==> src/rtl/control_pipe.sv <==
// rtl/control_pipe.sv - ID-stage control decoder and ID/EX control register with load-use and MUL stalls.
// Decode, hazard detection and the RUN/MUL_BUSY sequencer all live in this one module.

module control_pipe #(
  parameter int ALUOP_W = 2,
  parameter int MUL_LAT = 3,
  parameter int REG_W   = 5
) (
  input  logic               clk_i,
  input  logic               rst_i,
  input  logic [6:0]         Op_i,
  input  logic [6:0]         Funct7_i,
  input  logic [REG_W-1:0]   Rs1_i,
  input  logic [REG_W-1:0]   Rs2_i,
  input  logic [REG_W-1:0]   Rd_i,
  input  logic               Valid_i,
  input  logic               Flush_i,
  input  logic               Stall_i,
  output logic               Branch_o,
  output logic               MemtoReg_o,
  output logic               MemWrite_o,
  output logic               MemRead_o,
  output logic               ALUSrc_o,
  output logic               RegWrite_o,
  output logic [ALUOP_W-1:0] ALUOp_o,
  output logic [REG_W-1:0]   Rd_o,
  output logic               Valid_o,
  output logic               Stall_o,
  output logic               MulBusy_o
);

  localparam int CNT_W = $clog2(MUL_LAT) + 1;
  localparam logic [CNT_W-1:0] CNT_LOAD = CNT_W'(MUL_LAT - 1);
  localparam logic [CNT_W-1:0] CNT_ONE  = CNT_W'(1);

  typedef enum logic {
    RUN      = 1'b0,
    MUL_BUSY = 1'b1
  } state_t;

  state_t state_q, state_d;
  logic [CNT_W-1:0] cnt_q, cnt_d;

  logic               branch_q, branch_d;
  logic               memtoreg_q, memtoreg_d;
  logic               memwrite_q, memwrite_d;
  logic               memread_q, memread_d;
  logic               alusrc_q, alusrc_d;
  logic               regwrite_q, regwrite_d;
  logic [ALUOP_W-1:0] aluop_q, aluop_d;
  logic [REG_W-1:0]   rd_q, rd_d;
  logic               valid_q, valid_d;

  logic               dec_branch;
  logic               dec_memtoreg;
  logic               dec_memwrite;
  logic               dec_memread;
  logic               dec_alusrc;
  logic               dec_regwrite;
  logic [ALUOP_W-1:0] dec_aluop;
  logic               dec_is_mul;
  logic               load_use;

  always_comb begin
    dec_branch   = Op_i[6];
    dec_memtoreg = (Op_i[5:4] == 2'b00);
    dec_memread  = (Op_i[6:4] == 3'b000);
    dec_memwrite = (Op_i[6:4] == 3'b010);
    dec_alusrc   = (Op_i[5:4] != 2'b11);
    dec_regwrite = (Op_i[5:4] != 2'b10);
    dec_is_mul   = (Op_i == 7'b0110011) && (Funct7_i == 7'b0000001);
    dec_aluop    = '0;
    dec_aluop[1:0] = dec_is_mul ? 2'b11 : {(Op_i[5:4] == 2'b11), Op_i[6]};
  end

  // Only R/S/B-type (Op[5]=1) read rs2, so I-type rs2 bits never create a hazard.
  always_comb begin
    load_use = valid_q && memread_q && Valid_i && (rd_q != '0) &&
               ((rd_q == Rs1_i) || (Op_i[5] && (rd_q == Rs2_i)));
  end

  always_comb begin
    state_d    = state_q;
    cnt_d      = cnt_q;
    branch_d   = branch_q;
    memtoreg_d = memtoreg_q;
    memwrite_d = memwrite_q;
    memread_d  = memread_q;
    alusrc_d   = alusrc_q;
    regwrite_d = regwrite_q;
    aluop_d    = aluop_q;
    rd_d       = rd_q;
    valid_d    = valid_q;

    if (Stall_i) begin
      state_d = state_q;
    end else if (state_q == MUL_BUSY) begin
      cnt_d = cnt_q - CNT_ONE;
      if (cnt_q == CNT_ONE) begin
        state_d = RUN;
      end
    end else if (Flush_i || !Valid_i || load_use) begin
      branch_d   = 1'b0;
      memtoreg_d = 1'b0;
      memwrite_d = 1'b0;
      memread_d  = 1'b0;
      alusrc_d   = 1'b0;
      regwrite_d = 1'b0;
      aluop_d    = '0;
      rd_d       = '0;
      valid_d    = 1'b0;
    end else begin
      branch_d   = dec_branch;
      memtoreg_d = dec_memtoreg;
      memwrite_d = dec_memwrite;
      memread_d  = dec_memread;
      alusrc_d   = dec_alusrc;
      regwrite_d = dec_regwrite;
      aluop_d    = dec_aluop;
      rd_d       = Rd_i;
      valid_d    = 1'b1;
      // A single-cycle MUL never needs the busy state.
      if (dec_is_mul && (MUL_LAT > 1)) begin
        state_d = MUL_BUSY;
        cnt_d   = CNT_LOAD;
      end
    end
  end

  always_ff @(posedge clk_i or negedge rst_i) begin
    if (!rst_i) begin
      state_q    <= RUN;
      cnt_q      <= '0;
      branch_q   <= 1'b0;
      memtoreg_q <= 1'b0;
      memwrite_q <= 1'b0;
      memread_q  <= 1'b0;
      alusrc_q   <= 1'b0;
      regwrite_q <= 1'b0;
      aluop_q    <= '0;
      rd_q       <= '0;
      valid_q    <= 1'b0;
    end else begin
      state_q    <= state_d;
      cnt_q      <= cnt_d;
      branch_q   <= branch_d;
      memtoreg_q <= memtoreg_d;
      memwrite_q <= memwrite_d;
      memread_q  <= memread_d;
      alusrc_q   <= alusrc_d;
      regwrite_q <= regwrite_d;
      aluop_q    <= aluop_d;
      rd_q       <= rd_d;
      valid_q    <= valid_d;
    end
  end

  assign Branch_o   = branch_q;
  assign MemtoReg_o = memtoreg_q;
  assign MemWrite_o = memwrite_q;
  assign MemRead_o  = memread_q;
  assign ALUSrc_o   = alusrc_q;
  assign RegWrite_o = regwrite_q;
  assign ALUOp_o    = aluop_q;
  assign Rd_o       = rd_q;
  assign Valid_o    = valid_q;
  assign MulBusy_o  = (state_q == MUL_BUSY);
  assign Stall_o    = (state_q == MUL_BUSY) | (load_use & ~Flush_i);

endmodule
==> config.mk <==
export PLATFORM = sky130hd
export DESIGN_NAME = control_pipe
export DESIGN_NICKNAME = d
export VERILOG_FILES = /design/src/rtl/control_pipe.sv
export SDC_FILE = /design/constraint.sdc
export NUM_CORES = 1
export LEC_CHECK = 0
export CAP_MARGIN = 10
export CORE_MARGIN = 2
export CORE_UTILIZATION = 54
export DETAILED_ROUTE_END_ITERATION = 10
export DONT_BUFFER_PORTS = 1
export GPL_TIMING_DRIVEN = 0
export PLACE_DENSITY = 0.69
export SYNTH_ARGS = -nofsm -noshare
export SYNTH_HDL_FRONTEND = slang
export SYNTH_SLANG_ARGS = --single-unit
==> constraint.sdc <==
create_clock -name clk_i -period 1.9 [get_ports clk_i]
set_clock_uncertainty 0.15 [all_clocks]
set_input_delay 0.475 -clock clk_i [delete_from_list [all_inputs] [get_ports clk_i]]
set_output_delay 0.475 -clock clk_i [all_outputs]
set_load 0.01 [all_outputs]
==> flow_metrics.env <==
export IMPL_vias=834
export IMPL_synthTopCellsByArea="dfrtp_1, nand2_1, xor2_1"
export IMPL_hold_violations=0
export IMPL_initial_core_util_pct=58.3
export IMPL_fin_cells=142
export IMPL_finalMaxSlewViolations=0
export IMPL_powerDensity_nw_per_um2=1020
export IMPL_final_area_um2=1210
export IMPL_worst_slack_ns=-0.483
export IMPL_synth_largest_area_cell="dfrtp_1"
export IMPL_cts_sinks=18
export IMPL_synth_xor_area_share_pct=8.52
export IMPL_first_global_vias=824
export IMPL_yosys_top_cells_count="nand2_1, dfrtp_1, o21ai_0"
export IMPL_clock_latency_ns=0.30
export IMPL_synth_fa_ha_area_share_pct=2.43
export IMPL_min_from="Op_i[6]"
export IMPL_drt_iter0_drc=14
export IMPL_dp_cells=132
export IMPL_critPathBufInv=0
export IMPL_synth_cell_area_um2=1030
export IMPL_ctsHtreeMaxLevel=1
export IMPL_met1_length_um=994
export IMPL_wl_um=2400
export IMPL_r2r_start="Rd_o[2]"
export IMPL_die_h_um=47.6
export IMPL_setup_worst_path_class="reg2out"
export IMPL_max_slew_margin_pct=44.7
export IMPL_overflow=0
export IMPL_yosys_warnings=0
export IMPL_cp_slowest_stage_delay_ns=0.48
export IMPL_dp_slack_ns=-0.352
export IMPL_ys_ff_latch=18
export IMPL_synth_top_family_by_area="simple AND/OR/NAND/NOR gates"
export IMPL_layout_drive_gt1_share_pct=23.1
export IMPL_fin_crit_sh_pct=125
export IMPL_synth_edff_count=0
export IMPL_setup_viol=19
export IMPL_placed_area_um2=1070
export IMPL_async_reset_ff_share_pct=100
export IMPL_clk_transition_reported_paths_ns=0.11
export IMPL_violations="setup timing"
export IMPL_grt_pass1_wl_um=3550
export IMPL_rows=15
export IMPL_area_growth_pct=17.8
export IMPL_synth_top_area_share_pct=43.8
export IMPL_tightest_slew_ns=0.827
export IMPL_yosysMostFrequentCell="nand2_1"
export IMPL_muxShareOfSynthArea_pct=0
export IMPL_dp_hpwl_um=1730
export IMPL_antenna_found_initial=0
export IMPL_clockBufferDepth=2
export IMPL_met3_wirelength_um=240
export IMPL_place_congestion=0.826
export IMPL_fin_crit_ns=2.38
export IMPL_hp_class="in2reg"
export IMPL_synth_compound_area_share_pct=20.8
export IMPL_synthSimpleGateAreaFrac_pct=21.5
export IMPL_wl_met2_um=1130
export IMPL_dr_pass1_iters=4
export IMPL_die_x_um=47.6
export IMPL_cp_start_kind="flop"
export IMPL_top_layer_used="met4"
export IMPL_ir_drop_mv=0.577
export IMPL_grt_max_degree=19
export IMPL_largest_reg_flops=5
export IMPL_numCtsBuffers=3
export IMPL_root_buffer="clkbuf_4"
export IMPL_wl_per_cell_um=16.9
export IMPL_synth_nets=143
export IMPL_numPortBuffers=0
export IMPL_avgSynthCellArea_um2=9.61
export IMPL_dieArea_um2=2270
export IMPL_fin_util_pct=68.7
export IMPL_core_um2=1760
export IMPL_critPathSlowestCell="dfrtp_2"
export IMPL_crit_family="compound AO/OA/AOI/OAI gates"
export IMPL_cts_tree="done"
export IMPL_maxCapViolCount=0
export IMPL_vias_per_cell=5.87
export IMPL_critical_path_startpoint="Rd_o[2]"
export IMPL_syn_inst=107
export IMPL_diodes=0
export IMPL_synthFlopType="dfrtp_1"
export IMPL_cp_required_ns=1.27
export IMPL_seq_area_frac_synth_pct=43.8
export IMPL_crit_fanout=5
export IMPL_p_leak_nw=0.501
export IMPL_pin_count=50
export IMPL_status="complete, but fails checks"
export IMPL_end_kind="output port"
export IMPL_rsz0062_at_grt="true"
export IMPL_ant_nets=0
export IMPL_cp_data_arrival_time_ns=1.76
export IMPL_fin_nets=154
export IMPL_drc=0
export IMPL_cp_cell_sequence="xor2_1, nor4_2, a32oi_2, o31ai_4"
export IMPL_yosysUniqueCellTypes=33
export IMPL_finalPower_mw=1.24
export IMPL_grt_usage_pct=22.6
export IMPL_fmax_mhz=420
placed cells by master, fill, tap and decap left out, drive strengths merged, types with 2 or more instances in the layout:
| master | count |
|---|---|
| o21ai | 11 |
| ha | 2 |
| nor2b | 2 |
| dfrtp | 18 |
| clkbuf | 6 |
| nor4 | 2 |
| buf | 6 |
| nor2 | 9 |
| inv | 3 |
| o211ai | 4 |
| o31ai | 5 |
| nand2 | 22 |
| xor2 | 9 |
path summary, 6_finish.rpt:
check                                   to  slack [ns]  depth (start not counted)
min in group asynchronous       ALUOp_o[1]        0.56                          1
worst max register to register    ALUSrc_o       -0.25                          8
worst min register to register    cnt_q[1]        0.38                          2
worst min-delay path             MemRead_o        0.11                          1
worst max-delay path               Stall_o       -0.48                          4
max in group asynchronous          Rd_o[0]        0.48                          1
power breakdown:
| part | switching [mW] | internal, mW |
|---|---|---|
| clock | 0.123 | 0.117 |
| sequential | 0.130 | 0.474 |
| combinational | 0.225 | 0.172 |
per-layer routing:
layer	vias up	GRT usage, %
met5	-	0
met4	0	9.19
met3	6	5.28
met2	46	38.4
met1	386	27.6
li1	396	-
cell type report:
cell class,instances,area [um^2]
multi-input combinational,83,599
fill,145,553
sequential,18,455
timing repair buffer,6,58.8
clock buffer,4,36.3
tap,25,31.3
buffer,3,18.8
inverter,3,11.3
through the flow:
stage / TNS (ns) / hold slack (ns)
3_5_place_dp: -1.85 / 0.0298
6_report: -4.29 / 0.111
5_1_grt: -6.08 / 0.109
3_3_place_gp: -1.73 / 0.0298
4_1_cts: -2.69 / 0.114
2_1_floorplan: -0.258 / 0.0294
what timing repair did:
| action | CTS | global route |
|---|---|---|
| setup buffers | 3 | 3 |
| hold endpoints to repair | 18 | 0 |
| gates cloned | 1 | 0 |
| hold buffers | 1 | 0 |
| pin swaps | 12 | 6 |
| resized for setup | 20 | 5 |
| setup endpoints to repair | 18 | 19 |
cells by family after synthesis:
logic type | after synthesis
AOI/OAI and AO/OA | 25
DFF | 18
adders and majority gates | 2
xor gates and xnor gates | 10
buffers and inverters | 6
and+or+nand+nor | 46
Note: power is estimated with default switching activity, not from simulation.
